$ cat config.mk
export PLATFORM = sky130hd
export DESIGN_NAME = scr1_axi_slv_mem
export DESIGN_NICKNAME = d
export VERILOG_FILES = /design/src/rtl/scr1_axi_slv_mem_pkg.sv /design/src/rtl/scr1_axi_slv_mem.sv
export SDC_FILE = /design/constraint.sdc
export NUM_CORES = 1
export LEC_CHECK = 0
export BUFFER_PORTS_ARGS = -buffer_cell sky130_fd_sc_hd__buf_2
export CORE_ASPECT_RATIO = 0.8
export CORE_MARGIN = 1
export CORE_UTILIZATION = 47
export CTS_CLUSTER_DIAMETER = 80
export DETAILED_ROUTE_END_ITERATION = 10
export PLACE_DENSITY_LB_ADDON = 0.2
export SKIP_LAST_GASP = 1
export SYNTH_ARGS = -nofsm -noshare
export SYNTH_HDL_FRONTEND = slang
export SYNTH_SLANG_ARGS = --single-unit
$ cat constraint.sdc
create_clock -name clk -period 3.4 [get_ports clk]
set_input_delay 0 -clock clk [delete_from_list [all_inputs] [get_ports clk]]
set_output_delay 0 -clock clk [all_outputs]
set_load 0.005 [all_outputs]
$ cat src/rtl/scr1_axi_slv_mem_pkg.sv
// Shared types for the AXI4 slave memory bridge: SCR1 memory-interface enums
// and AXI response/burst encodings.
package scr1_axi_slv_mem_pkg;

    typedef enum logic {
        SCR1_MEM_CMD_RD = 1'b0,
        SCR1_MEM_CMD_WR = 1'b1
    } type_scr1_mem_cmd_e;

    typedef enum logic [1:0] {
        SCR1_MEM_WIDTH_BYTE  = 2'b00,
        SCR1_MEM_WIDTH_HWORD = 2'b01,
        SCR1_MEM_WIDTH_WORD  = 2'b10,
        SCR1_MEM_WIDTH_ERROR = 2'b11
    } type_scr1_mem_width_e;

    typedef enum logic [1:0] {
        SCR1_MEM_RESP_NOTRDY = 2'b00,
        SCR1_MEM_RESP_RDY_OK = 2'b01,
        SCR1_MEM_RESP_RDY_ER = 2'b10
    } type_scr1_mem_resp_e;

    localparam logic [1:0] SCR1_AXI_RESP_OKAY   = 2'b00;
    localparam logic [1:0] SCR1_AXI_RESP_EXOKAY = 2'b01;
    localparam logic [1:0] SCR1_AXI_RESP_SLVERR = 2'b10;
    localparam logic [1:0] SCR1_AXI_RESP_DECERR = 2'b11;

    localparam logic [1:0] SCR1_AXI_BURST_INCR  = 2'b01;

endpackage

$ cat src/rtl/scr1_axi_slv_mem.sv
// AXI4 slave to SCR1 memory-interface bridge; one burst outstanding, split into single-beat requests.
// Optional address-window check: define SCR1_AXI_SLV_ADDR_CHK_EN.
module scr1_axi_slv_mem
    import scr1_axi_slv_mem_pkg::*;
#(
    parameter int                         SCR1_AXI_IDWIDTH = 4,
    parameter int                         SCR1_ADDR_WIDTH  = 32,
    parameter logic [SCR1_ADDR_WIDTH-1:0] SCR1_SLV_BASE    = 32'h0000_0000,
    parameter logic [SCR1_ADDR_WIDTH-1:0] SCR1_SLV_MASK    = 32'hFFFF_0000
) (
    input  logic                        clk,
    input  logic                        rst_n,
    input  logic [SCR1_AXI_IDWIDTH-1:0] awid,
    input  logic [SCR1_ADDR_WIDTH-1:0]  awaddr,
    input  logic [7:0]                  awlen,
    input  logic [2:0]                  awsize,
    input  logic [1:0]                  awburst,
    input  logic                        awlock,
    input  logic [3:0]                  awcache,
    input  logic [2:0]                  awprot,
    input  logic [3:0]                  awregion,
    input  logic [3:0]                  awqos,
    input  logic                        awuser,
    input  logic                        awvalid,
    output logic                        awready,
    input  logic [31:0]                 wdata,
    input  logic [3:0]                  wstrb,
    input  logic                        wlast,
    input  logic                        wuser,
    input  logic                        wvalid,
    output logic                        wready,
    output logic [SCR1_AXI_IDWIDTH-1:0] bid,
    output logic [1:0]                  bresp,
    output logic                        buser,
    output logic                        bvalid,
    input  logic                        bready,
    input  logic [SCR1_AXI_IDWIDTH-1:0] arid,
    input  logic [SCR1_ADDR_WIDTH-1:0]  araddr,
    input  logic [7:0]                  arlen,
    input  logic [2:0]                  arsize,
    input  logic [1:0]                  arburst,
    input  logic                        arlock,
    input  logic [3:0]                  arcache,
    input  logic [2:0]                  arprot,
    input  logic [3:0]                  arregion,
    input  logic [3:0]                  arqos,
    input  logic                        aruser,
    input  logic                        arvalid,
    output logic                        arready,
    output logic [SCR1_AXI_IDWIDTH-1:0] rid,
    output logic [31:0]                 rdata,
    output logic [1:0]                  rresp,
    output logic                        rlast,
    output logic                        ruser,
    output logic                        rvalid,
    input  logic                        rready,
    output logic                        mem_req,
    input  logic                        mem_req_ack,
    output type_scr1_mem_cmd_e          mem_cmd,
    output type_scr1_mem_width_e        mem_width,
    output logic [SCR1_ADDR_WIDTH-1:0]  mem_addr,
    output logic [31:0]                 mem_wdata,
    input  logic [31:0]                 mem_rdata,
    input  type_scr1_mem_resp_e         mem_resp,
    output logic [2:0]                  dbg_state
);

    typedef enum logic [2:0] {
        ST_IDLE    = 3'd0,
        ST_RD_MEM  = 3'd1,
        ST_RD_RSP  = 3'd2,
        ST_WR_DATA = 3'd3,
        ST_WR_MEM  = 3'd4,
        ST_WR_RSP  = 3'd5
    } state_e;

    function automatic type_scr1_mem_width_e size2width(input logic [2:0] size);
        case (size)
            3'd0:    size2width = SCR1_MEM_WIDTH_BYTE;
            3'd1:    size2width = SCR1_MEM_WIDTH_HWORD;
            default: size2width = SCR1_MEM_WIDTH_WORD;
        endcase
    endfunction

    state_e                      state, state_next;
    logic [SCR1_AXI_IDWIDTH-1:0] id_q;
    logic [SCR1_ADDR_WIDTH-1:0]  addr_q, addr_inc;
    logic [7:0]                  len_q, cnt_q;
    logic [2:0]                  size_q;
    logic                        err_q, err_acc_q, prio_q, acked_q;
    logic [1:0]                  err_resp_q, rresp_q;
    logic [31:0]                 wdata_q, rdata_q;
    logic                        gnt_rd, gnt_wr, contend, last_beat, mem_done, skip_w;
    logic                        ar_unsup, aw_unsup, ar_hit, aw_hit, ar_miss, aw_miss;
    logic                        ar_err, aw_err;
    logic [1:0]                  ar_err_resp, aw_err_resp;

    assign ar_unsup = (arsize > 3'd2) || (arburst != SCR1_AXI_BURST_INCR);
    assign aw_unsup = (awsize > 3'd2) || (awburst != SCR1_AXI_BURST_INCR);
    assign ar_hit   = (araddr & SCR1_SLV_MASK) == SCR1_SLV_BASE;
    assign aw_hit   = (awaddr & SCR1_SLV_MASK) == SCR1_SLV_BASE;

`ifdef SCR1_AXI_SLV_ADDR_CHK_EN
    assign ar_miss = ~ar_hit;
    assign aw_miss = ~aw_hit;
    logic unused_ok;
    assign unused_ok = ^{awlock, awcache, awprot, awregion, awqos, awuser, wuser,
                         arlock, arcache, arprot, arregion, arqos, aruser};
`else
    assign ar_miss = 1'b0;
    assign aw_miss = 1'b0;
    logic unused_ok;
    assign unused_ok = ^{awlock, awcache, awprot, awregion, awqos, awuser, wuser,
                         arlock, arcache, arprot, arregion, arqos, aruser, ar_hit, aw_hit};
`endif

    // Unsupported size/burst wins over a window miss so the master sees SLVERR first.
    assign ar_err      = ar_unsup | ar_miss;
    assign aw_err      = aw_unsup | aw_miss;
    assign ar_err_resp = ar_unsup ? SCR1_AXI_RESP_SLVERR : SCR1_AXI_RESP_DECERR;
    assign aw_err_resp = aw_unsup ? SCR1_AXI_RESP_SLVERR : SCR1_AXI_RESP_DECERR;

    // prio_q=0 favours reads; it flips only when both channels contend so a
    // pending loser is served next without losing its turn.
    assign contend   = arvalid & awvalid;
    assign gnt_rd    = (state == ST_IDLE) & arvalid & (~awvalid | ~prio_q);
    assign gnt_wr    = (state == ST_IDLE) & awvalid & ~gnt_rd;
    assign last_beat = (cnt_q == len_q);
    assign skip_w    = err_q | (wstrb == 4'b0000);
    assign addr_inc  = addr_q + (SCR1_ADDR_WIDTH'(1) << size_q);
    // The response may arrive with the ack or any later cycle.
    assign mem_done  = (acked_q | (mem_req & mem_req_ack)) & (mem_resp != SCR1_MEM_RESP_NOTRDY);

    always_ff @(posedge clk or negedge rst_n) begin
        if (!rst_n) state <= ST_IDLE;
        else        state <= state_next;
    end

    always_comb begin
        state_next = state;
        arready    = 1'b0;
        awready    = 1'b0;
        wready     = 1'b0;
        rvalid     = 1'b0;
        bvalid     = 1'b0;
        mem_req    = 1'b0;
        case (state)
            ST_IDLE: begin
                arready = gnt_rd;
                awready = gnt_wr;
                if (gnt_rd)      state_next = ar_err ? ST_RD_RSP : ST_RD_MEM;
                else if (gnt_wr) state_next = ST_WR_DATA;
            end
            ST_RD_MEM: begin
                mem_req = ~acked_q;
                if (mem_done) state_next = ST_RD_RSP;
            end
            ST_RD_RSP: begin
                rvalid = 1'b1;
                if (rready) begin
                    if (last_beat) state_next = ST_IDLE;
                    else           state_next = err_q ? ST_RD_RSP : ST_RD_MEM;
                end
            end
            ST_WR_DATA: begin
                wready = 1'b1;
                if (wvalid) begin
                    if (!skip_w)        state_next = ST_WR_MEM;
                    else if (last_beat) state_next = ST_WR_RSP;
                end
            end
            ST_WR_MEM: begin
                mem_req = ~acked_q;
                if (mem_done) state_next = last_beat ? ST_WR_RSP : ST_WR_DATA;
            end
            ST_WR_RSP: begin
                bvalid = 1'b1;
                if (bready) state_next = ST_IDLE;
            end
            default: state_next = ST_IDLE;
        endcase
    end

    always_ff @(posedge clk or negedge rst_n) begin
        if (!rst_n) begin
            id_q <= '0; addr_q <= '0; len_q <= '0; cnt_q <= '0; size_q <= '0;
            err_q <= 1'b0; err_resp_q <= SCR1_AXI_RESP_OKAY; err_acc_q <= 1'b0;
            prio_q <= 1'b0; acked_q <= 1'b0; wdata_q <= '0; rdata_q <= '0;
            rresp_q <= SCR1_AXI_RESP_OKAY;
        end else begin
            if (mem_done)                  acked_q <= 1'b0;
            else if (mem_req & mem_req_ack) acked_q <= 1'b1;
            case (state)
                ST_IDLE: begin
                    if (contend & (gnt_rd | gnt_wr)) prio_q <= ~prio_q;
                    if (gnt_rd) begin
                        id_q <= arid; addr_q <= araddr; len_q <= arlen; size_q <= arsize;
                        err_q <= ar_err; err_resp_q <= ar_err_resp;
                        err_acc_q <= 1'b0; cnt_q <= '0;
                        if (ar_err) begin
                            rdata_q <= '0;
                            rresp_q <= ar_err_resp;
                        end
                    end else if (gnt_wr) begin
                        id_q <= awid; addr_q <= awaddr; len_q <= awlen; size_q <= awsize;
                        err_q <= aw_err; err_resp_q <= aw_err_resp;
                        err_acc_q <= 1'b0; cnt_q <= '0;
                    end
                end
                ST_RD_MEM: if (mem_done) begin
                    rdata_q <= mem_rdata << {addr_q[1:0], 3'b000};
                    rresp_q <= (mem_resp == SCR1_MEM_RESP_RDY_ER) ? SCR1_AXI_RESP_SLVERR
                                                                  : SCR1_AXI_RESP_OKAY;
                end
                ST_RD_RSP: if (rready & ~last_beat) begin
                    addr_q <= addr_inc;
                    cnt_q  <= cnt_q + 8'd1;
                end
                ST_WR_DATA: if (wvalid) begin
                    wdata_q <= wdata;
                    if (wlast != last_beat) err_acc_q <= 1'b1;
                    if (skip_w & ~last_beat) begin
                        addr_q <= addr_inc;
                        cnt_q  <= cnt_q + 8'd1;
                    end
                end
                ST_WR_MEM: if (mem_done) begin
                    if (mem_resp == SCR1_MEM_RESP_RDY_ER) err_acc_q <= 1'b1;
                    if (~last_beat) begin
                        addr_q <= addr_inc;
                        cnt_q  <= cnt_q + 8'd1;
                    end
                end
                default: ;
            endcase
        end
    end

    assign mem_cmd   = (state == ST_WR_MEM) ? SCR1_MEM_CMD_WR : SCR1_MEM_CMD_RD;
    assign mem_width = size2width(size_q);
    assign mem_addr  = addr_q;
    assign mem_wdata = wdata_q >> {addr_q[1:0], 3'b000};

    assign rid       = id_q;
    assign rdata     = rdata_q;
    assign rresp     = rresp_q;
    assign rlast     = (state == ST_RD_RSP) & last_beat;
    assign ruser     = 1'b0;
    assign bid       = id_q;
    assign bresp     = err_q ? err_resp_q : (err_acc_q ? SCR1_AXI_RESP_SLVERR : SCR1_AXI_RESP_OKAY);
    assign buser     = 1'b0;
    assign dbg_state = state;

endmodule

# Word level (Yosys, flattened, before mapping)
# Index checks and enable logic that the tools add are counted.
totals:
  register_bits: 130
  in_bits: 212
  out_inout_bits: 123
  elab_cells: 155
classes:
  n_addsub: 2
  n_lt_le_gt_ge: 2
  eq_ne: 25
  n_shift: 3
  n_mux: 70
  bitwise_logic: 20
  n_reduce_logical: 19
ops:
  columns: ["cell", "n"]
  rows:
  - ["32-bit two-way mux", 10]
  - ["32-bit one-hot mux with 4 select lines", 1]
  - ["8-bit two-way mux", 9]
  - ["32-bit one-hot mux with 2 select lines", 1]
  - ["3-bit two-way mux", 12]
  - ["32-bit adder", 1]
  - ["8-bit one-hot mux with 4 select lines", 1]
  - ["1-bit by 3-bit << shifter with 32-bit output, first input constant", 1]
  - ["32-bit by 5-bit << shifter with 32-bit output", 1]
  - ["32-bit by 5-bit right shift with 32-bit output", 1]
  - ["2-bit != test, second input constant", 12]
  - ["2-bit two-way mux", 11]
  - ["1-bit two-way mux", 19]
  - ["3-bit one-hot mux with 6 select lines", 1]
  - ["7-bit AND reduction", 2]
  - ["1-bit bitwise AND", 11]
  - ["8-bit by 1-bit adder with 8-bit output, second input constant", 1]
  - ["8-bit == test", 1]
  - ["4-bit two-way mux", 2]
  - ["2-bit one-hot mux with 2 select lines", 2]
  - ["2-bit nonzero test", 4]
  - ["3-bit by 1-bit == test with 1-bit output, second input constant", 2]
  - ["3-bit by 2-bit == test with 1-bit output, second input constant", 2]
  - ["3-bit == test, second input constant", 2]
  - ["17 further kinds", 31]

# Logic depth before layout (Yosys ltp)
# Gate-level depths: netlist of the first run.
logic_depth:
  ltp_word: 8
  depth_mapped: 10
  mapped_depth_nobuf: 10

# Worst setup path before layout of the first run
# Ideal clock, no wire load.
synth_path:
  path_kind: "register to register"
  start: "register size_q[1]"
  end: "register addr_q[24] (netlist: mem_addr[24])"
  setup_ns: 0.137
  arrival_ns: 2.433
  required_time_ns: 3.263
  path_slack_ns: 0.830
  path_stages_with_launch: 11
  path_buffers: 0
  period_less_slack_ns: 2.570
  cell_sequence: "dfrtp_1 > or2_2 > nor2_1 > ha_1 > fa_1 > a211oi_1 > o21ai_0 > o211a_1 > a32o_1 > a31oi_1 > a21oi_1"
synth_via:
  elab_chain_cells: 5
  word_cells_on_any_way: 8
  cone_classes: "1 x add/sub; 1 x shift; 6 x mux"
synth_lines:
  columns: ["item", "line_no", "source"]
  rows:
  - ["from (decl)", "scr1_axi_slv_mem.sv:89", "logic [2:0] size_q;"]
  - ["from (signal assigned)", "scr1_axi_slv_mem.sv:197", "id_q <= arid; addr_q <= araddr; len_q <= arlen; size_q <= arsize;"]
  - ["from (signal assigned)", "scr1_axi_slv_mem.sv:205", "id_q <= awid; addr_q <= awaddr; len_q <= awlen; size_q <= awsize;"]
  - ["1-bit by 3-bit << shifter with 32-bit output *", "scr1_axi_slv_mem.sv:130", "assign addr_inc = addr_q + (SCR1_ADDR_WIDTH'(1) << size_q);"]
  - ["32-bit adder *", "scr1_axi_slv_mem.sv:130", null]
  - ["32-bit two-way mux (on tied branches)", "scr1_axi_slv_mem.sv:229, scr1_axi_slv_mem.sv:222", null]
  - ["32-bit two-way mux (on tied branches)", "scr1_axi_slv_mem.sv:227, scr1_axi_slv_mem.sv:219", null]
  - ["32-bit one-hot mux with 4 select lines *", "scr1_axi_slv_mem.sv:193", "case (state)"]
  - ["to (signal assigned)", "scr1_axi_slv_mem.sv:197", null]
  - ["to (signal assigned)", "scr1_axi_slv_mem.sv:205", null]
  - ["to (signal assigned)", "scr1_axi_slv_mem.sv:230", "addr_q <= addr_inc;"]
  - ["to (decl)", "scr1_axi_slv_mem.sv:87", "logic [SCR1_ADDR_WIDTH-1:0] addr_q, addr_inc;"]
# Mark *: on every way between the ends. The rest lies on a longest branch, timed or not. The select of a mux whose other input is x is not followed.
# A chain may end at the register's enable or synchronous reset.

# Worst setup path after layout of the first run
layout_path:
  start: "register size_q[0]"
  end: "register addr_q[9] (netlist: mem_addr[9])"
# Same word-level chain as after synthesis.

==> results of run 1 <==
-- flip-flops by register name, indices dropped and copies added, names as in the netlist --
name and count:
err_resp_q 2, size_q 3, cnt_q 8, dbg_state 3, rdata 32, bid 4
err_q 1, acked_q 1, len_q 8, prio_q 1, err_acc_q 1, wdata_q 32
rresp 2, mem_addr 32
-- routing by layer --
metal  part of all wire  wire length [um]  track usage  vias up
met5                  0                 0            0        -
met4              0.028               719        0.117        0
met3              0.061              1570       0.0483       60
met2               0.48             12200        0.472      399
met1               0.44             11200        0.395     4177
li1                   -                 -            -     4148
-- worst max-delay path: stages (launching register included) --
cell and delay (ns):
dfrtp_1 0.45, inv_1 0.12, and3_1 0.20, ha_1 0.39, nand3_1 0.15, o211ai_1 0.41
nor2_1 0.13, nor3_1 0.41, a31o_2 0.17, dlygate4sd3_1 0.56, a21oi_1 0.07
-- cells in the final DEF (no fill, tap or decap), types with 14 or more instances in the layout --
master,n
a211oi_1,18
a21oi_1,54
a31oi_1,48
and2_1,14
buf_2,296
buf_4,17
clkbuf_16,17
dfrtp_1,128
dlygate4sd3_1,121
mux2_2,36
mux2i_1,40
nand2_1,168
nand3_1,40
nor2_1,65
nor2b_1,17
o21ai_0,37
o31ai_1,29
-- power by group --
group / leakage, nW / total (mW) / switching (mW) / internal [mW]
sequential: 1.59 / 2.89 / 0.658 / 2.23
clock: 0.298 / 1.96 / 0.720 / 1.24
combinational: 3.70 / 5.87 / 3.24 / 2.62
total: 5.58 / 10.7 / 4.62 / 6.10
-- stage by stage --
step / power [mW] / utilization / cell area (sq um) / hold slack (ns)
floorplan: 6.50 / - / 8110 / -0.296
global placement: 8.13 / 0.580 / 9700 / 0.206
detailed placement: 8.24 / 0.580 / 9700 / 0.206
CTS: 10.7 / 0.690 / 11500 / 0.00163
global route: 11.5 / 0.690 / 11500 / 0.0357
finish: 10.7 / 0.690 / 11500 / 0.0175
-- how the worst max path moves through the flow --
stage | endpoint | slack (ns) | depth (start not counted)
floorplan | mem_addr[24] | 0.83 | 10
global placement | mem_addr[12] | 0.47 | 10
detailed placement | mem_addr[12] | 0.47 | 10
CTS | mem_addr[5] | 0.19 | 10
global route | mem_addr[9] | 0.01 | 10
finish | mem_addr[9] | 0.21 | 10
-- cells in the mapped netlist (5+ instances only) --
master     instances  area share
nor2b_1           17       0.013
clkbuf_1          32       0.015
nand2_1          168       0.078
inv_1             10      0.0046
nand2b_1           7      0.0054
nand4_1            5      0.0039
mux2_1             5      0.0069
a32o_1             5      0.0062
o21ai_0           37       0.023
ha_1               9       0.014
a211oi_1          19       0.018
xor2_1            11       0.012
o21ai_1            7      0.0043
a21o_1            12       0.011
mux2i_1           40       0.049
buf_4              7      0.0065
a2111oi_0          9      0.0097
nand3_1           40       0.025
buf_2             24       0.015
and2_1            14       0.011
nor3_1            12      0.0074
o211ai_1           9      0.0083
o31ai_1           29       0.027
nor2_1            66       0.031
and3_1             7      0.0054
mux2_2            36       0.050
a21oi_1           54       0.033
dfrtp_1          130        0.40
xnor2_1            6      0.0065
a31oi_1           48       0.037
buf_1              6      0.0028
-- layout make-up --
cell class                 instances  area [sq um]
sequential                       130          3260
inverter                          12          45.0
tap                              220           275
clock inverter                    13           184
clock buffer                      18           439
timing repair buffer             435          2830
fill                            1338          5170
multi-input combinational        724          4510
-- cell families after synthesis --
group	count (synthesis)	synth area share
simple gates	365	0.211
fa+ha+maj	10	0.0164
xor+xnor	17	0.0184
flops	130	0.401
compound gates	249	0.200
mux	81	0.106
other cells	1	0.000462
buf+inv	82	0.0458
-- what timing repair did --
action / CTS / global route
endpoints found under the setup margin: 0 / 2
hold buffers: 121 / 0
hold endpoints to repair: 206 / 0
gates resized for setup: 0 / 1
==> flow_metrics.tcl, run 1 <==
set metrics [dict create \
    status "finished, final reports clean" \
    dieHeight_um 119 \
    core_area_sq_mm 0.0167 \
    r2r_cells 10 \
    drt_iter0_drc 639 \
    drive_above_1_share 0.306 \
    numCtsBuffers 17 \
    io_pins 335 \
    ys_ff_latch 130 \
    antenna_found_initial 0 \
    grt_pass1_vias 8437 \
    clk_latency_ns 0.43 \
    antennaDiodeCount 0 \
    syn_area_per_cell_sq_um 8.67 \
    worst_pin_slew_ns 1.12 \
    r2r-start "size_q[0]" \
    arrival_ns 3.48 \
    slew_violations 0 \
    dr.pass1.iters 5 \
    fmax_mhz 314 \
    hold_start "awaddr[0]" \
    clock_path_buffers 2 \
    pre_cts_ws_ns 0.466 \
    ys_warn_count 0 \
    drc 0 \
    hold_depth 4 \
    ir_worst_vdd_mv 0.458 \
    synth_area_sq_mm 0.00811 \
    htreeDepth 4 \
    r2r_end "mem_addr[9]" \
    async_flop_share 1.00 \
    worst-path-max-fanout 7 \
    maxSlewHeadroom 0.251 \
    dp.cells 1400 \
    grt_max_degree 115 \
    root_buffer "clkbuf_16" \
    fin_ws_ns 0.212 \
    viasPerCell 5.66 \
    final_hold_viol_count 0 \
    synth_edf_count 0 \
    start_kind "register" \
    hold_path.class "primary input to register" \
    p_per_area_mw_per_mm2 929 \
    die_w_um 149 \
    nets 1542 \
    crit_start "size_q[0]" \
    dieArea_sq_mm 0.0178 \
    netlist_instances 935 \
    fin_cells 1552 \
    port_buffers 297 \
    crit_path_end_kind "register" \
    avgRoutedWirePerCell_um 16.6 \
    fin_crit_sh 0.938 \
    path_clk_slew_ns 0.06 \
    cts.sinks 130 \
    fp-row-count 42 \
    synth_ff_type "dfrtp_1" \
    synth_seq_area_share 0.401 \
    maxCapViolations 0 \
    rsz0062_at_grt "no" \
    cts_tree "built" \
    antenna_left 0 \
    finalSetupViolations 0 \
    dp_hpwl_um 16700 \
    fin_crit_ns 3.19 \
    grt_overflow 0 \
    reg2reg_slack_ns 0.21 \
    wl_um 25800 \
    start_util 0.485 \
    cp_data_required_time_ns 3.69 \
    grt_pass1_wl_um 41700 \
    area_growth_pct 42.3 \
    num_vias 8784 \
    postCtsSetupBuffers 0 \
    finalClockSkew_ns 0.0119 \
    p_leak_nw 5.58 \
    min_to "mem_addr[0]" \
    ys_types 67 \
    grt_use_total 0.294 \
    fin_tns_setup_ns 0 \
    worstSetupPathType "register to register" \
    gp_congestion 0.871 \
]
(Power assumes the default switching activity.)
==> inputs of run 2 (changes only) <==
--- a/config.mk
+++ b/config.mk
@@ -5,6 +5,7 @@
 export SDC_FILE = /design/constraint.sdc
 export NUM_CORES = 1
 export LEC_CHECK = 0
+export ABC_AREA = 1
 export BUFFER_PORTS_ARGS = -buffer_cell sky130_fd_sc_hd__buf_2
 export CORE_ASPECT_RATIO = 0.8
 export CORE_MARGIN = 1
==> run 2 against run 1 <==
  * Sequential share of layout area shrank 1.2 points
  * Final area grew 4.5%
  * Global-route usage grew 0.89 points
  * Maximum frequency grew 3.5%
  * Synthesized cell count grew 35%
  * Critical endpoint is now mem_addr[6]
  * Clock-buffer cell count shrank 1
  * Clock power shrank 4%
==> flow_metrics.tcl, run 2 <==
set metrics [dict create \
    status "finished, final reports clean" \
    path_buf_inv 2 \
    fp-row-count 43 \
    core_area_sq_mm 0.0176 \
    antenna_found_initial 1 \
    fin_crit_sh 0.906 \
    antenna_left 0 \
    hold_path.class "primary input to register" \
    dieHeight_um 123 \
    root_buffer "clkbuf_16" \
    start_util 0.487 \
    synth_area_sq_mm 0.00857 \
    total_power_mw 10.7 \
    pre_cts_ws_ns 0.839 \
    antennaDiodeCount 0 \
    fin_crit_ns 3.08 \
    fillers 1485 \
    rsz0062_at_grt "no" \
    synth_seq_area_share 0.380 \
    slew_violations 0 \
    drc 0 \
    synth.most_common_cell "nand2_1" \
    ys_top_cells_by_count "442 x nand2_1, 142 x nor2_1, 130 x dfrtp_1, 95 x inv_1, 69 x a21oi_1" \
    ys_ff_latch 130 \
    finalClockSkew_ns 0.0119 \
    io_pins 335 \
    grt_max_degree 97 \
    cts_resized 0 \
    port_buffers 297 \
    avgRoutedWirePerCell_um 14.8 \
    numCtsBuffers 17 \
    fmax_mhz 325 \
    worstSetupPathType "register to register" \
    num_vias 9859 \
    ys_warn_count 0 \
    async_flop_share 1.00 \
    fin_tns_setup_ns 0 \
    synth_top_cell_area_share 0.380 \
    worst_pin_slew_ns 0.901 \
    final_hold_viol_count 0 \
    crit_path_end_kind "register" \
    die_w_um 153 \
    worst-path-max-fanout 6 \
    synth_edf_count 0 \
    ys_types 42 \
    wl_um 28100 \
    cts.sinks 130 \
    grt_pass1_vias 9307 \
    ir_worst_vdd_mv 0.615 \
    dp_hpwl_um 18600 \
    holdWs_ns 0.00608 \
    finalSetupViolations 0 \
    clock_path_buffers 2 \
    gp_congestion 0.930 \
    cts_tree "built" \
    maxSlewHeadroom 0.399 \
    synth_area_leaders "dfrtp_1 38%, nand2_1 19%, nor2_1 6.2%" \
    grt_pass1_wl_um 45100 \
    netlist_instances 1264 \
    path_clk_slew_ns 0.07 \
    layout_common_cells "442 x nand2_1, 296 x buf_2, 142 x nor2_1" \
    clk_latency_ns 0.43 \
    crit_path_max_incr_delay_ns 0.55 \
    area_growth_pct 40.7 \
    path_delay_family "simple AND/OR/NAND/NOR gates" \
    start_kind "register" \
    nets 1877 \
    p_per_area_mw_per_mm2 884 \
    synth_ff_type "dfrtp_1" \
    syn_area_per_cell_sq_um 6.78 \
    mostFrequentLayoutCell "nand2_1" \
    dr.pass1.iters 6 \
    htreeDepth 4 \
    crit_top_cell "nand2_1" \
    cp_data_required_time_ns 3.71 \
    maxCapViolations 0 \
    synth_top_area_cell "dfrtp_1" \
    drt_iter0_drc 787 \
    dieArea_sq_mm 0.0188 \
    grt_overflow 0 \
    p_leak_nw 6.40 \
    path_cells "inv_1 -> nand2_1 -> nor2_1 -> ha_1 -> fa_1 -> nand3_1 -> nand3_1 -> nand2_1 -> nand2_1 -> or2_2 -> nand3_1 -> o21ai_1 -> dlygate4sd3_1 -> nand2_1 -> nand2_1" \
    arrival_ns 3.39 \
    fin_ws_ns 0.319 \
    viasPerCell 5.21 \
    drive_above_1_share 0.239 \
    postCtsSetupBuffers 0 \
    grt_use_total 0.303 \
    slowest_stage "dlygate4sd3_1" \
]
==> run 2: changes by cell type after synthesis, moves of 14 or more <==
cell      delta
nand2_1    +274
inv_1       +85
nor2_1      +76
a31oi_1     -48
mux2i_1     -36
o21ai_0     +31
nand3_1     +22
a211oi_1    -19
nor2b_1     -17
o21ai_1     +16
a21oi_1     +15
and2_1      -14
==> run 2: cells by family after synthesis <==
| kind of cell | count (synthesis) | share of synthesized area |
|---|---|---|
| XOR/XNOR | 12 | 0.0123 |
| AO/OA/AOI/OAI | 215 | 0.146 |
| flip-flops | 130 | 0.380 |
| multiplexers | 28 | 0.0362 |
| buffers and inverters | 173 | 0.0822 |
| adder cells (fa/ha/maj) | 10 | 0.0155 |
| other | 1 | 0.000438 |
| AND/OR/NAND/NOR | 695 | 0.328 |
==> run 2: final timing paths <==
kind | from | endpoint | slack [ns] | cells past startpoint
setup / recovery | size_q[1] | mem_addr[6] | 0.32 | 15
hold / removal | awaddr[28] | mem_addr[28] | 0.006 | 5
setup reg to reg | size_q[1] | mem_addr[6] | 0.32 | 15
hold reg to reg | err_resp_q[1] | err_resp_q[1] | 0.47 | 2
max in group asynchronous | rst_n | dbg_state[1] | 2.31 | 3
min in group asynchronous | rst_n | rdata[7] | 0.24 | 2
==> run 2: final cells by class <==
| class | count | area [sq um] | area share |
|---|---|---|---|
| multi-input cells | 962 | 4620 | 0.384 |
| inverters | 104 | 390 | 0.0324 |
| repair buffers | 440 | 2900 | 0.241 |
| clock inverters | 15 | 173 | 0.0143 |
| well taps | 225 | 282 | 0.0234 |
| clock buffers | 17 | 425 | 0.0353 |
| flip-flops and latches | 130 | 3260 | 0.270 |
==> run 2: routing by layer <==
layer,up-vias,track usage,routed length [um]
met1,4525,0.403,12700
met3,59,0.0621,1870
li1,4873,-,-
met2,400,0.488,12800
met4,2,0.112,740
met5,-,0,11
==> run 2: repair_timing <==
| item | CTS | global route |
|---|---|---|
| hold buffers | 130 | 0 |
| setup endpoints to repair | 0 | 0 |
| hold endpoints to repair | 195 | 0 |
==> run 2: power by group <==
group,switching [mW],internal [mW],total (mW)
sequential,0.613,2.24,2.85
combinational,3.50,2.42,5.92
clock,0.783,1.10,1.89
==> run 2: per-stage QoR <==
step                 util  std cells  cell area (sq um)
floorplan               -       1265               8570
global placement    0.577       1731              10200
detailed placement  0.577       1731              10200
CTS                 0.685       1893              12100
global route        0.685       1893              12100
finish              0.685       1893              12100
==> run 2: worst min-delay path, delay by kind of cell <==
kind / cells / cell delay (ns)
compound gates: 1 / 0.13
simple gates: 3 / 0.18
buf+inv: 1 / 0.08
==> inputs of run 3 (changes only) <==
--- a/config.mk
+++ b/config.mk
@@ -12,8 +12,9 @@
 export CORE_UTILIZATION = 47
 export CTS_CLUSTER_DIAMETER = 80
 export DETAILED_ROUTE_END_ITERATION = 10
+export GPL_ROUTABILITY_DRIVEN = 0
+export MAX_ROUTING_LAYER = met4
 export PLACE_DENSITY_LB_ADDON = 0.2
-export SKIP_LAST_GASP = 1
 export SYNTH_ARGS = -nofsm -noshare
 export SYNTH_HDL_FRONTEND = slang
 export SYNTH_SLANG_ARGS = --single-unit
==> run 3 against run 2 <==
  * Final cell count shrank 0.16%
  * Maximum frequency grew 2.4%
  * Sequential cell count is the same
  * Non-clock buffer count shrank 3
  * Utilization shrank 0.18 points
  * Clock skew shrank 0.0023 ns
  * Die area is the same
  * Final area shrank 0.27%
  * First-iteration DRC count grew 14%
  * Clock power is essentially flat
  * Clock-buffer cell count grew 1
==> flow_metrics.tcl, run 3 (synthesis results as in run 2) <==
set metrics [dict create \
    wl_um 28200 \
    grt_max_degree 84 \
    dp_hpwl_um 18700 \
    drt_iter0_drc 897 \
    cp_data_required_time_ns 3.71 \
    numCtsBuffers 17 \
    status "finished, final reports clean" \
    antenna_left 0 \
    dr.pass1.iters 5 \
    seq_area_sq_mm 0.00326 \
    layout_common_cells "442 x nand2_1, 296 x buf_2, 142 x nor2_1" \
    core_area_sq_mm 0.0176 \
    clk_latency_ns 0.42 \
    crit_path_end_kind "register" \
    antenna_found_initial 0 \
    grt_pass1_vias 9223 \
    fp-row-count 43 \
    holdWs_ns 0.00103 \
    port_buffers 297 \
    arrival_ns 3.32 \
    io_pins 335 \
    start_util 0.487 \
    total_power_mw 10.7 \
    fin_tns_setup_ns 0 \
    cts.sinks 130 \
    pre_cts_ws_ns 0.778 \
    p_per_area_mw_per_mm2 890 \
    utilization 0.683 \
    fmax_mhz 332 \
    clock_path_buffers 2 \
    nets 1874 \
    grt_use_total 0.309 \
    finalSetupViolations 0 \
    viasPerCell 5.27 \
    fin_area_sq_mm 0.0120 \
    antennaDiodeCount 0 \
    grt_pass1_wl_um 45100 \
    final_hold_viol_count 0 \
    p_leak_nw 6.39 \
    mostFrequentLayoutCell "nand2_1" \
    fin_ws_ns 0.391 \
    worstSetupPathType "register to register" \
    postCtsSetupBuffers 0 \
    area_growth_pct 40.3 \
    fin_crit_sh 0.885 \
    path_clk_slew_ns 0.06 \
    fin_cells 1890 \
    hold_path.class "primary input to register" \
    num_vias 9965 \
    finalClockSkew_ns 0.00954 \
    drive_above_1_share 0.238 \
    die_w_um 153 \
    placed_area_sq_mm 0.0101 \
    drc 0 \
    start_kind "register" \
    root_buffer "clkbuf_16" \
    worst-path-max-fanout 6 \
    slew_violations 0 \
    dp.cells 1731 \
    fin_crit_ns 3.01 \
    dieArea_sq_mm 0.0188 \
    dieHeight_um 123 \
    htreeDepth 4 \
    fillers 1477 \
    worst_pin_slew_ns 0.875 \
    maxSlewHeadroom 0.416 \
    rsz0062_at_grt "no" \
    ir_worst_vdd_mv 0.612 \
    multi_input_comb_area_sq_mm 0.00462 \
    cts_tree "built" \
    grt_overflow 0 \
    maxCapViolations 0 \
    cts_resized 0 \
    avgRoutedWirePerCell_um 14.9 \
]
## run 3: routing by layer
metal  global-route usage  routed length (um)  share of wire
met1                0.405               12400           0.44
met5                    -                   0              0
met3               0.0498                1930          0.068
met2                0.488               13000           0.46
met4                0.113                 846          0.030
## run 3: power breakdown
group / leakage, nW / internal [mW] / switching, mW
sequential: 1.62 / 2.24 / 0.656
combinational: 4.47 / 2.39 / 3.49
clock: 0.294 / 1.17 / 0.744
total: 6.39 / 5.80 / 4.89
## run 3: area by class of cell
| cell class | count | share of cell area |
|---|---|---|
| Tap cell | 225 | 0.0234 |
| Clock buffer | 18 | 0.0357 |
| Multi-Input combinational cell | 962 | 0.385 |
| Clock inverter | 14 | 0.0149 |
| Sequential cell | 130 | 0.271 |
| Inverter | 104 | 0.0325 |
| Timing Repair Buffer | 437 | 0.238 |
## run 3: worst max-delay path: stages, from the launching register on
cell           delay (ns)
dfrtp_1              0.37
inv_1                0.11
nand2_1              0.14
nor2_1               0.06
ha_1                 0.21
fa_1                 0.40
nand3_1              0.10
nand3_1              0.15
nand2_1              0.10
nand2_1              0.12
or2_2                0.30
nand3_1              0.09
o21ai_1              0.07
dlygate4sd3_1        0.55
nand2_1              0.07
nand2_1              0.05
## run 3: worst paths after layout
kind / from / to / slack (ns) / cells past startpoint
worst max-delay path: size_q[1] / mem_addr[6] / 0.39 / 15
worst min-delay path: araddr[1] / mem_addr[1] / 0.001 / 5
worst max register to register: size_q[1] / mem_addr[6] / 0.39 / 15
worst min register to register: err_resp_q[1] / err_resp_q[1] / 0.46 / 2
max in group asynchronous: rst_n / mem_addr[1] / 2.28 / 3
min in group asynchronous: rst_n / rdata[7] / 0.22 / 2
## run 3: repair_timing
item,in CTS,in global routing
setup endpoints to repair,0,0
hold endpoints to repair,179,0
hold buffers,127,0
